## src/rtl/vend_pkg.sv

```systemverilog
// Shared types, prices and coin helpers for the vending transaction sequencer.
package vend_pkg;

    localparam int unsigned NUM_ITEMS_DEF  = 10;
    localparam int unsigned CREDIT_W_DEF   = 8;
    localparam int unsigned STOCK_INIT_DEF = 3;
    localparam int unsigned MAX_TRANS_DEF  = 3;

    localparam int unsigned IDX_W   = 4;
    localparam int unsigned COIN_W  = 3;
    localparam int unsigned VAL_W   = 5;
    localparam int unsigned PRICE_W = 6;

    typedef enum logic [COIN_W-1:0] {
        COIN_1  = 3'd0,
        COIN_2  = 3'd1,
        COIN_5  = 3'd2,
        COIN_10 = 3'd3,
        COIN_20 = 3'd4
    } coin_e;

    typedef enum logic [1:0] {
        ST_IDLE   = 2'd0,
        ST_VEND   = 2'd1,
        ST_CHANGE = 2'd2
    } state_e;

    // Change coin choice together with its dollar value.
    typedef struct packed {
        coin_e            code;
        logic [VAL_W-1:0] value;
    } chg_pick_t;

    localparam logic [PRICE_W-1:0] PRICE_TEA     = 6'd5;
    localparam logic [PRICE_W-1:0] PRICE_COOKIES = 6'd20;
    localparam logic [PRICE_W-1:0] PRICE_COFFEE  = 6'd7;
    localparam logic [PRICE_W-1:0] PRICE_CANDY1  = 6'd10;
    localparam logic [PRICE_W-1:0] PRICE_CANDY2  = 6'd20;
    localparam logic [PRICE_W-1:0] PRICE_CANDY3  = 6'd25;
    localparam logic [PRICE_W-1:0] PRICE_CHOC1   = 6'd30;
    localparam logic [PRICE_W-1:0] PRICE_CHOC2   = 6'd10;
    localparam logic [PRICE_W-1:0] PRICE_CHOC3   = 6'd25;
    localparam logic [PRICE_W-1:0] PRICE_CHOC4   = 6'd50;

    function automatic logic [PRICE_W-1:0] item_price(input logic [IDX_W-1:0] idx);
        case (idx)
            4'd0:    item_price = PRICE_TEA;
            4'd1:    item_price = PRICE_COOKIES;
            4'd2:    item_price = PRICE_COFFEE;
            4'd3:    item_price = PRICE_CANDY1;
            4'd4:    item_price = PRICE_CANDY2;
            4'd5:    item_price = PRICE_CANDY3;
            4'd6:    item_price = PRICE_CHOC1;
            4'd7:    item_price = PRICE_CHOC2;
            4'd8:    item_price = PRICE_CHOC3;
            4'd9:    item_price = PRICE_CHOC4;
            default: item_price = '0;
        endcase
    endfunction

    // Invalid codes map to zero; callers reject them via coin_code_ok.
    function automatic logic [VAL_W-1:0] coin_value(input logic [COIN_W-1:0] code);
        case (code)
            COIN_1:  coin_value = 5'd1;
            COIN_2:  coin_value = 5'd2;
            COIN_5:  coin_value = 5'd5;
            COIN_10: coin_value = 5'd10;
            COIN_20: coin_value = 5'd20;
            default: coin_value = '0;
        endcase
    endfunction

    function automatic logic coin_code_ok(input logic [COIN_W-1:0] code);
        coin_code_ok = (code <= COIN_20);
    endfunction

endpackage

```

## src/rtl/vend_txn_sequencer_if.sv

```systemverilog
// Dispenser-side ready/valid handshakes for items and change coins.
interface vend_txn_sequencer_if;
    import vend_pkg::*;

    logic              disp_valid;
    logic [IDX_W-1:0]  disp_idx;
    logic              disp_ready;
    logic              chg_valid;
    logic [COIN_W-1:0] chg_code;
    logic              chg_ready;

    modport master (
        output disp_valid, disp_idx, chg_valid, chg_code,
        input  disp_ready, chg_ready
    );

    modport slave (
        input  disp_valid, disp_idx, chg_valid, chg_code,
        output disp_ready, chg_ready
    );

endinterface

```

## src/rtl/change_picker.sv

```systemverilog
// Greedy change selection: largest denomination not exceeding the credit.
module change_picker
    import vend_pkg::*;
#(
    parameter int unsigned CREDIT_W = CREDIT_W_DEF
) (
    input  logic [CREDIT_W-1:0] credit,
    output chg_pick_t           pick_c
);

    always_comb begin
        pick_c = '{code: COIN_1, value: '0};
        if (credit >= CREDIT_W'(20)) begin
            pick_c = '{code: COIN_20, value: 5'd20};
        end else if (credit >= CREDIT_W'(10)) begin
            pick_c = '{code: COIN_10, value: 5'd10};
        end else if (credit >= CREDIT_W'(5)) begin
            pick_c = '{code: COIN_5, value: 5'd5};
        end else if (credit >= CREDIT_W'(2)) begin
            pick_c = '{code: COIN_2, value: 5'd2};
        end else if (credit != '0) begin
            pick_c = '{code: COIN_1, value: 5'd1};
        end
    end

endmodule

```

## src/rtl/vend_txn_sequencer.sv

```systemverilog
// Vending transaction controller: credit, stock and session limit bookkeeping,
// item dispensing and greedy change return over ready/valid handshakes.
module vend_txn_sequencer
    import vend_pkg::*;
#(
    parameter int unsigned NUM_ITEMS       = NUM_ITEMS_DEF,
    parameter int unsigned CREDIT_W        = CREDIT_W_DEF,
    parameter int unsigned STOCK_INIT      = STOCK_INIT_DEF,
    parameter int unsigned MAX_TRANSACTION = MAX_TRANS_DEF
) (
    input  logic                  CLK,
    input  logic                  RSTn,
    input  logic                  coin_valid,
    input  logic [COIN_W-1:0]     coin_code,
    input  logic                  sel_valid,
    input  logic [IDX_W-1:0]      sel_idx,
    input  logic                  refund_req,
    input  logic                  free_mode,
    input  logic                  restock,
    vend_txn_sequencer_if.master  bus,
    output logic [CREDIT_W-1:0]   credit,
    output logic [NUM_ITEMS-1:0]  sold_out,
    output logic                  coin_reject,
    output logic                  low_credit,
    output logic                  busy
);

    localparam int unsigned STOCK_W = $clog2(STOCK_INIT + 1);
    localparam int unsigned TRANS_W = $clog2(MAX_TRANSACTION + 1);
    localparam int unsigned SUM_W   = CREDIT_W + 1;

    localparam logic [STOCK_W-1:0] STOCK_FULL = STOCK_W'(STOCK_INIT);
    localparam logic [TRANS_W-1:0] TRANS_FULL = TRANS_W'(MAX_TRANSACTION);
    localparam logic [IDX_W-1:0]   LAST_IDX   = IDX_W'(NUM_ITEMS - 1);

    state_e               state, state_d;
    logic [CREDIT_W-1:0]  credit_d;
    logic [STOCK_W-1:0]   stock   [NUM_ITEMS];
    logic [STOCK_W-1:0]   stock_d [NUM_ITEMS];
    logic [TRANS_W-1:0]   trans_left, trans_d;

    logic                 disp_valid_q, disp_valid_d;
    logic [IDX_W-1:0]     disp_idx_q, disp_idx_d;
    logic                 chg_valid_q, chg_valid_d;
    coin_e                chg_code_q, chg_code_d;
    logic [VAL_W-1:0]     chg_val_q, chg_val_d;
    logic                 coin_reject_d, low_credit_d, busy_d;

    logic [SUM_W-1:0]     coin_sum;
    logic [CREDIT_W-1:0]  price;
    chg_pick_t            pick_c;

    // The next change coin is chosen from the credit that will be held next cycle.
    change_picker #(.CREDIT_W(CREDIT_W)) u_change_picker (
        .credit (credit_d),
        .pick_c (pick_c)
    );

    always_ff @(posedge CLK or negedge RSTn) begin
        if (!RSTn) begin
            state        <= ST_IDLE;
            credit       <= '0;
            trans_left   <= TRANS_FULL;
            for (int unsigned i = 0; i < NUM_ITEMS; i++) begin
                stock[i] <= STOCK_FULL;
            end
            disp_valid_q <= 1'b0;
            disp_idx_q   <= '0;
            chg_valid_q  <= 1'b0;
            chg_code_q   <= COIN_1;
            chg_val_q    <= '0;
            coin_reject  <= 1'b0;
            low_credit   <= 1'b0;
            busy         <= 1'b0;
        end else begin
            state        <= state_d;
            credit       <= credit_d;
            trans_left   <= trans_d;
            stock        <= stock_d;
            disp_valid_q <= disp_valid_d;
            disp_idx_q   <= disp_idx_d;
            chg_valid_q  <= chg_valid_d;
            chg_code_q   <= chg_code_d;
            chg_val_q    <= chg_val_d;
            coin_reject  <= coin_reject_d;
            low_credit   <= low_credit_d;
            busy         <= busy_d;
        end
    end

    // Next state, credit, stock and session bookkeeping.
    always_comb begin
        state_d       = state;
        credit_d      = credit;
        stock_d       = stock;
        trans_d       = trans_left;
        disp_idx_d    = disp_idx_q;
        coin_reject_d = 1'b0;
        low_credit_d  = 1'b0;
        coin_sum      = {1'b0, credit} + SUM_W'(coin_value(coin_code));
        price         = free_mode ? '0 : CREDIT_W'(item_price(sel_idx));

        case (state)
            ST_IDLE: begin
                if (refund_req) begin
                    if (credit != '0) begin
                        state_d = ST_CHANGE;
                    end
                end else if (sel_valid) begin
                    if (sel_idx <= LAST_IDX) begin
                        if (stock[sel_idx] != '0 && trans_left != '0) begin
                            if (credit < price) begin
                                low_credit_d = 1'b1;
                            end else begin
                                credit_d         = credit - price;
                                stock_d[sel_idx] = stock[sel_idx] - STOCK_W'(1);
                                trans_d          = trans_left - TRANS_W'(1);
                                disp_idx_d       = sel_idx;
                                state_d          = ST_VEND;
                            end
                        end
                    end
                end else if (restock) begin
                    for (int unsigned i = 0; i < NUM_ITEMS; i++) begin
                        stock_d[i] = STOCK_FULL;
                    end
                end else if (coin_valid) begin
                    if (!coin_code_ok(coin_code) || coin_sum[CREDIT_W]) begin
                        coin_reject_d = 1'b1;
                    end else begin
                        credit_d = coin_sum[CREDIT_W-1:0];
                    end
                end
                // A coin sharing its cycle with a higher-priority request is lost.
                if (coin_valid && (refund_req || sel_valid || restock)) begin
                    coin_reject_d = 1'b1;
                end
            end

            ST_VEND: begin
                coin_reject_d = coin_valid;
                if (disp_valid_q && bus.disp_ready) begin
                    if (trans_left != '0) begin
                        state_d = ST_IDLE;
                    end else if (credit != '0) begin
                        state_d = ST_CHANGE;
                    end else begin
                        state_d = ST_IDLE;
                        trans_d = TRANS_FULL;
                    end
                end
            end

            ST_CHANGE: begin
                coin_reject_d = coin_valid;
                if (chg_valid_q && bus.chg_ready) begin
                    credit_d = credit - CREDIT_W'(chg_val_q);
                    if (credit_d == '0) begin
                        state_d = ST_IDLE;
                        trans_d = TRANS_FULL;
                    end
                end
            end

            default: begin
                state_d = ST_IDLE;
            end
        endcase
    end

    // Registered handshake outputs follow the next state.
    always_comb begin
        disp_valid_d = (state_d == ST_VEND);
        chg_valid_d  = (state_d == ST_CHANGE);
        chg_code_d   = chg_valid_d ? pick_c.code  : COIN_1;
        chg_val_d    = chg_valid_d ? pick_c.value : '0;
        busy_d       = (state_d != ST_IDLE);
    end

    always_comb begin
        for (int unsigned i = 0; i < NUM_ITEMS; i++) begin
            sold_out[i] = (stock[i] == '0);
        end
    end

    assign bus.disp_valid = disp_valid_q;
    assign bus.disp_idx   = disp_idx_q;
    assign bus.chg_valid  = chg_valid_q;
    assign bus.chg_code   = chg_code_q;

endmodule

```

## src/flat_wrapper.sv

```systemverilog
// flat-port wrapper written by rule: the top's interface ports become plain ports
module vend_txn_sequencer_flat import vend_pkg::*;
#(
    parameter int unsigned NUM_ITEMS       = NUM_ITEMS_DEF,
    parameter int unsigned CREDIT_W        = CREDIT_W_DEF,
    parameter int unsigned STOCK_INIT      = STOCK_INIT_DEF,
    parameter int unsigned MAX_TRANSACTION = MAX_TRANS_DEF
)
  (CLK, RSTn, coin_valid, coin_code, sel_valid, sel_idx, refund_req, free_mode, restock, credit, sold_out, coin_reject, low_credit, busy, bus_disp_valid, bus_disp_idx, bus_chg_valid, bus_chg_code, bus_disp_ready, bus_chg_ready);
  vend_txn_sequencer_if bus_i ();
  input  logic CLK;
  input  logic RSTn;
  input  logic coin_valid;
  input  logic [COIN_W-1:0] coin_code;
  input  logic sel_valid;
  input  logic [IDX_W-1:0] sel_idx;
  input  logic refund_req;
  input  logic free_mode;
  input  logic restock;
  output logic [CREDIT_W-1:0] credit;
  output logic [NUM_ITEMS-1:0] sold_out;
  output logic coin_reject;
  output logic low_credit;
  output logic busy;
  output wire logic [$bits(bus_i.disp_valid)-1:0] bus_disp_valid;
  output wire logic [$bits(bus_i.disp_idx)-1:0] bus_disp_idx;
  output wire logic [$bits(bus_i.chg_valid)-1:0] bus_chg_valid;
  output wire logic [$bits(bus_i.chg_code)-1:0] bus_chg_code;
  input wire logic [$bits(bus_i.disp_ready)-1:0] bus_disp_ready;
  input wire logic [$bits(bus_i.chg_ready)-1:0] bus_chg_ready;
  assign bus_disp_valid = bus_i.disp_valid;
  assign bus_disp_idx = bus_i.disp_idx;
  assign bus_chg_valid = bus_i.chg_valid;
  assign bus_chg_code = bus_i.chg_code;
  assign bus_i.disp_ready = bus_disp_ready;
  assign bus_i.chg_ready = bus_chg_ready;
  vend_txn_sequencer #(.NUM_ITEMS(NUM_ITEMS), .CREDIT_W(CREDIT_W), .STOCK_INIT(STOCK_INIT), .MAX_TRANSACTION(MAX_TRANSACTION)) u_core (.CLK(CLK), .RSTn(RSTn), .coin_valid(coin_valid), .coin_code(coin_code), .sel_valid(sel_valid), .sel_idx(sel_idx), .refund_req(refund_req), .free_mode(free_mode), .restock(restock), .bus(bus_i), .credit(credit), .sold_out(sold_out), .coin_reject(coin_reject), .low_credit(low_credit), .busy(busy));
endmodule
```

## config.mk

```make
export PLATFORM = sky130hd
export DESIGN_NAME = vend_txn_sequencer_flat
export DESIGN_NICKNAME = d
export VERILOG_FILES = /design/src/rtl/vend_pkg.sv /design/src/rtl/vend_txn_sequencer_if.sv /design/src/rtl/change_picker.sv /design/src/rtl/vend_txn_sequencer.sv /design/src/flat_wrapper.sv
export SDC_FILE = /design/constraint.sdc
export NUM_CORES = 1
export LEC_CHECK = 0
export ABC_AREA = 1
export BUFFER_PORTS_ARGS = -buffer_cell sky130_fd_sc_hd__buf_2
export CORE_MARGIN = 5
export CORE_UTILIZATION = 50
export DETAILED_ROUTE_END_ITERATION = 12
export PLACE_DENSITY_LB_ADDON = 0.12
export SYNTH_ARGS = -nofsm -noshare
export SYNTH_HDL_FRONTEND = slang
export SYNTH_HIERARCHICAL = 1
export SYNTH_SLANG_ARGS = --single-unit
```

## constraint.sdc

```tcl
create_clock -name CLK -period 4.1 [get_ports CLK]
set_input_delay 1.23 -clock CLK [delete_from_list [all_inputs] [get_ports CLK]]
set_output_delay 1.23 -clock CLK [all_outputs]
set_load 0.01 [all_outputs]
```

## Word level (Yosys, flattened, before mapping)

Memory sizes are Yosys's and may differ from the RTL's.
Index checks and enable logic that the tools add are counted.

| storage, ports and cells | value |
|---|---|
| bits in latches | 0 |
| bits in read-only memories | 96 |
| register bits | 49 |
| RAM bits | 0 |
| word-level logic and storage cells | 159 |
| memories kept | 1 |

| operators by class | value |
|---|---|
| magnitude comparators | 9 |
| bitwise gates (word level) | 3 |
| shift-type cells | 0 |
| multiplexer cells | 66 |
| equality and inequality tests | 21 |
| reduce and logical (&&, ||, !) cells | 33 |
| div/mod/pow operators | 0 |
| $mul | 0 |
| $add $sub $neg | 5 |

Memories:

| memory | words | bits a word | rd ports | clocked after memory_dff | write ports | RTL line | RTL |
|---|---|---|---|---|---|---|---|
| (name not given) | 16 | 6 | 1 | 0 | 0 | vend_pkg.sv:46 | `case (idx)` |

Operator list:

| operator | count |
|---|---|
| $mux 20 | 5 |
| $mux 8 | 10 |
| $mux 2 | 24 |
| $pmux 5 s5 | 1 |
| $logic_not 2->1 | 11 |
| $bwmux 20 | 1 |
| $pmux 8 s2 | 1 |
| $reduce_bool 8->1 | 2 |
| $mux 7 | 2 |
| $ne 2x1->1 const B | 7 |
| $mux 1 | 13 |
| $mux 6 | 2 |
| $ne 2x2->1 const B | 6 |
| $pmux 2 s3 | 2 |
| $reduce_and 6->1 | 2 |
| $reduce_and 11->1 | 1 |
| $add 8x5->9 | 1 |
| $bmux 2 s4 | 1 |
| $demux 2 s4 | 1 |
| $ge 8x2->1 const B | 1 |
| $ge 8x3->1 const B | 1 |
| $ge 8x4->1 const B | 1 |
| $ge 8x5->1 const B | 1 |
| $logic_not 8->1 | 1 |
| other kinds (25) | 39 |

## Logic depth before layout (Yosys ltp)

| logic depth | value |
|---|---|
| word-level depth | 18 |
| depth in mapped cells | 28 |

## By module

Netlist, hierarchy kept.

Modules (own cells, without submodules):

| module | area each (um^2) | cells each | times used | seq. area each (um^2) |
|---|---|---|---|---|
| vend_txn_sequencer | 3692.3 | 530 | 1 | 1253.7 |
| change_picker | 150.1 | 29 | 1 | 0.0 |

## Least setup slack after synthesis

OpenSTA, ideal clock, no wires.

| timing | value |
|---|---|
| path kind | input to register |
| start | input port sel_idx[2] |
| end | register u_core.chg_code_q[0], in the netlist u_core/bus.chg_code[0] |
| data required time | 4.013 ns |
| setup slack | 0.001 ns |
| stages | 23 |
| data arrival time | 4.012 ns |
| library setup time | 0.087 ns |
| cells stage by stage | inv_1 > nor2_1 > inv_1 > o22ai_1 > nor3_1 > ha_1 > fa_1 > inv_1 > nand3_1 > nand2_1 > nand2_1 > nand3_1 > nand2_2 > nor3_2 > a21oi_1 > nand2_1 > nor2_1 > nor2_1 > nor2_4 > o21ai_0 > buf_4 > inv_1 > nor3_1 |

RTL lines:

| element | RTL line | RTL |
|---|---|---|
| from (decl) | flat_wrapper.sv:16 | `input logic [IDX_W-1:0] sel_idx;` |
| to (signal assigned) | vend_txn_sequencer.sv:83 | `chg_code_q <= chg_code_d;` |
| to (decl) | vend_txn_sequencer.sv:45 | `coin_e chg_code_q, chg_code_d;` |

==> flow_results.xml <==
<?xml version="1.0" encoding="UTF-8"?>
<metrics>
  <group name="synthesis">
    <metric name="netlist_top_cells_area" unit="">dfrtp_1 18%, dfstp_2 15%, nand2_1 14%, inv_1 8.5%, ha_1 7.5%</metric>
    <metric name="avgSynthCellArea" unit="um2">6.87</metric>
    <metric name="synth_seq_area_share" unit="">0.326</metric>
    <metric name="complex_gate_fraction_of_the_synthesized_area" unit="">0.162</metric>
    <metric name="synth-simple-area-share" unit="">0.311</metric>
    <metric name="synth_xor_area_frac" unit="">0.0114</metric>
    <metric name="synth_area" unit="um2">3840</metric>
    <metric name="yosysTopAreaCell" unit="">dfrtp_1</metric>
    <metric name="post_synth_num_cell_types" unit="">41</metric>
    <metric name="gate_count_post_synth" unit="">559</metric>
    <metric name="postSynthNetCount" unit="">601</metric>
    <metric name="dominant_combinational_cell_family_by_area_after_synthesis" unit="">simple AND/OR/NAND/NOR gates</metric>
    <metric name="synth_top_cell_area_share" unit="">0.176</metric>
    <metric name="post_synth_mux_area_share" unit="">0</metric>
    <metric name="primary_ff_master_synth" unit="">dfrtp_1</metric>
    <metric name="ys_ff_latch" unit="">49</metric>
    <metric name="yosysWarningCount" unit="">6</metric>
    <metric name="synth_async_sr_flop_share" unit="">1.00</metric>
    <metric name="synth-adder-area-share" unit="">0.0905</metric>
    <metric name="synth-edff-count" unit="">0</metric>
  </group>
  <group name="sta">
    <metric name="final_setup_tns" unit="ns">0</metric>
    <metric name="skew" unit="ns">0.00850</metric>
    <metric name="timing.final.setup_violations" unit="">0</metric>
    <metric name="slew_headroom" unit="">0.450</metric>
    <metric name="worst-slew-pin-transition" unit="ns">0.824</metric>
    <metric name="period_needed" unit="ns">3.94</metric>
    <metric name="report.final.hold_viol_count" unit="">0</metric>
    <metric name="number_of_pins_with_negative_max_slew_slack_in_the_final_report" unit="">0</metric>
    <metric name="rsz0062_at_grt" unit="">yes</metric>
    <metric name="finalCritPeriodShare" unit="">0.962</metric>
    <metric name="achievable-frequency" unit="GHz">0.254</metric>
  </group>
  <group name="global_routing">
    <metric name="grt_first_pass_wirelength" unit="mm">18.6</metric>
    <metric name="initial_antenna_violation_count" unit="">0</metric>
    <metric name="grt_remaining_overflow" unit="">0</metric>
    <metric name="grt_util_all_layers" unit="">0.237</metric>
    <metric name="largest_net_degree_at_the_start_of_global_routing" unit="">35</metric>
    <metric name="number_of_global_route_vias_before_repair" unit="">3890</metric>
  </group>
  <group name="setup_path">
    <metric name="worst_r2r_endpoint" unit="">u_core/chg_val_q[0]</metric>
    <metric name="startpoint" unit="">sel_idx[0]</metric>
    <metric name="worstSetupEndpointType" unit="">flip-flop</metric>
    <metric name="start_kind" unit="">input port</metric>
    <metric name="critical_path_class" unit="">input port to flip-flop</metric>
    <metric name="reg2reg_slack" unit="ns">0.93</metric>
    <metric name="critical_path_peak_fanout" unit="">5</metric>
    <metric name="worstReg2RegStart" unit="">u_core/credit[0]</metric>
    <metric name="worstPathRequired" unit="ns">4.33</metric>
    <metric name="critical_path_arrival" unit="ns">4.18</metric>
    <metric name="reg2reg_depth" unit="">22</metric>
    <metric name="endpoint" unit="">u_core/chg_val_q[0]</metric>
  </group>
  <group name="job">
    <metric name="max-cap-violations" unit="">0</metric>
  </group>
  <group name="finish">
    <metric name="layout_cells_sized_above_1" unit="">0.297</metric>
    <metric name="most-common-layout-cells" unit="">135 x nand2_1, 79 x inv_1, 57 x buf_4, 45 x buf_2, 44 x nor2_1</metric>
    <metric name="diodes_inserted" unit="">0</metric>
    <metric name="finalCoreUtilization" unit="">0.644</metric>
    <metric name="final_net_count" unit="">705</metric>
    <metric name="area_growth_syn_to_layout" unit="%">27.5</metric>
    <metric name="final_common_cell" unit="">nand2_1</metric>
  </group>
  <group name="worst_hold_path">
    <metric name="worst_hold_path_type" unit="">flip-flop to flip-flop</metric>
  </group>
  <group name="route">
    <metric name="vias_per_cell" unit="">5.48</metric>
    <metric name="remaining_drc_errors" unit="">0</metric>
    <metric name="dr_total_vias" unit="">4200</metric>
    <metric name="dr.first_iter.drc_count" unit="">377</metric>
    <metric name="drt_pre_antenna_iters" unit="">5</metric>
    <metric name="detail-route-antenna-nets" unit="">0</metric>
    <metric name="detail_route.wirelength" unit="mm">11.6</metric>
    <metric name="final_routed_wire_length_divided_by_cell_count" unit="um">15.1</metric>
  </group>
  <group name="die">
    <metric name="floorplan.rows" unit="">32</metric>
    <metric name="floorplan.die.height" unit="um">97.7</metric>
    <metric name="design.core.area" unit="um2">7610</metric>
    <metric name="fp.dieW" unit="um">97.7</metric>
    <metric name="initial_utilization" unit="">0.505</metric>
    <metric name="die-area" unit="um2">9540</metric>
    <metric name="ios" unit="">46</metric>
  </group>
  <group name="clock_tree">
    <metric name="ctsHtreeMaxLevel" unit="">2</metric>
    <metric name="cts_bufs_inserted" unit="">5</metric>
    <metric name="clock_latency" unit="ns">0.31</metric>
    <metric name="clk_path_buf_depth" unit="">2</metric>
    <metric name="ctsRootBufferMaster" unit="">clkbuf_8</metric>
    <metric name="clock_tree_from_tritoncts" unit="">yes</metric>
    <metric name="tritoncts_sinks" unit="">49</metric>
    <metric name="clk_pin_slew" unit="ns">0.11</metric>
  </group>
  <group name="placement">
    <metric name="io_buffers" unit="">45</metric>
    <metric name="gpl.final_weighted_congestion" unit="">0.940</metric>
    <metric name="dp_hpwl" unit="mm">8.58</metric>
  </group>
  <group name="run_status">
    <metric name="status" unit="">finished, final reports clean</metric>
  </group>
  <group name="power_and_ir_drop">
    <metric name="p_leak" unit="nW">2.48</metric>
    <metric name="worst_ir_drop_vdd" unit="mV">0.398</metric>
    <metric name="power.density" unit="nW/um2">783</metric>
  </group>
</metrics>
## critical path, stage by stage
cell      delay, ns
buf_2          0.12
inv_2          0.06
nor2_4         0.12
buf_6          0.13
o22ai_1        0.07
nor3_1         0.21
ha_2           0.24
fa_2           0.20
inv_1          0.04
nand3_1        0.07
nand2_2        0.08
nand2_2        0.07
nand3_2        0.09
buf_4          0.15
o211ai_1       0.20
o21ai_0        0.12
nand2_1        0.08
nand2_2        0.09
nor2_4         0.16
nand2_2        0.10
nor2_4         0.15
inv_1          0.05
a21oi_1        0.11
inv_1          0.05
nor3_1         0.17
## per-layer routing
metal | global-route usage | share of wire | wire [um] | up-vias
li1 | - | - | - | 2044
met1 | 0.336 | 0.44 | 5120 | 1941
met2 | 0.372 | 0.46 | 5270 | 192
met3 | 0.0452 | 0.080 | 924 | 23
met4 | 0.0618 | 0.022 | 253 | 0
met5 | 0 | 0 | 0 | -
## cells by family (layout without fill, tap and decap cells)
group	after synthesis	in the layout
flops	49	49
buf+inv	96	201
simple gates	275	275
fa+ha+maj	26	26
xor+xnor	5	5
compound gates	108	108
## worst min path at each step
stage | to | depth (start not counted) | slack [ns] | from
floorplan | u_core/trans_left[1] | 2 | 0.44 | u_core/trans_left[1]
global placement | u_core/trans_left[1] | 2 | 0.45 | u_core/trans_left[1]
detailed placement | u_core/trans_left[1] | 2 | 0.45 | u_core/trans_left[1]
CTS | u_core/trans_left[1] | 2 | 0.47 | u_core/trans_left[1]
global route | u_core/trans_left[1] | 2 | 0.50 | u_core/trans_left[1]
finish | u_core/trans_left[1] | 2 | 0.47 | u_core/trans_left[1]
## metrics by stage
stage               std cells  hold WS (ns)  power [W]  worst slack [ns]  instance area (um2)
finish                    766         0.468    0.00384             0.156                 4900
CTS                       760         0.467    0.00358            0.0164                 4680
global route              766         0.495    0.00419            -0.112                 4900
floorplan                 559         0.442    0.00245          0.000919                 3840
global placement          752         0.451    0.00320            -0.180                 4580
detailed placement        752         0.451    0.00325            -0.333                 4580
## sequential cells by signal, indices dropped and copies added, names as in the netlist
register,flops
u_core/bus.disp_idx,4
u_core/bus.chg_code,3
u_core/low_credit,1
u_core/chg_val_q,5
u_core/busy,1
u_core/bus.disp_valid,1
u_core/credit,8
u_core/stock,20
u_core/coin_reject,1
u_core/trans_left,2
u_core/state,2
u_core/bus.chg_valid,1
## synth_stat cells, drive strengths merged (3+ instances only)
cell,n
xnor2,4
buf,5
clkbuf,3
nor3,15
o21a,4
nor2,62
a21oi,30
o21ai,47
o211ai,7
a22oi,8
fa,3
dfstp,22
nand2,144
dfrtp,27
o22ai,4
ha,23
nand4,10
nand3,41
inv,88
## area by class of cell
type	instances	area [um2]
inverters	88	330
repair buffers	105	704
clock buffers	5	68.8
fillers	703	2710
clock inverters	3	33.8
multi-input cells	414	2380
flip-flops and latches	49	1250
well taps	102	128
## where the power goes
group | internal (W) | leakage, nW | switching (W)
logic | 0.000986 | 1.87 | 0.00148
registers | 0.000794 | 0.562 | 0.000258
clock network | 0.000128 | 0.0511 | 0.000191
total | 0.00191 | 2.48 | 0.00193
## timing repair
| action | in CTS | in global routing |
|---|---|---|
| hold buffers | 0 | 0 |
| resized for setup | 0 | 58 |
| endpoints found under the setup margin | 0 | 8 |
| hold endpoints to repair | 0 | 0 |
| setup buffers | 0 | 6 |
Power figures use the tool's default switching activity.
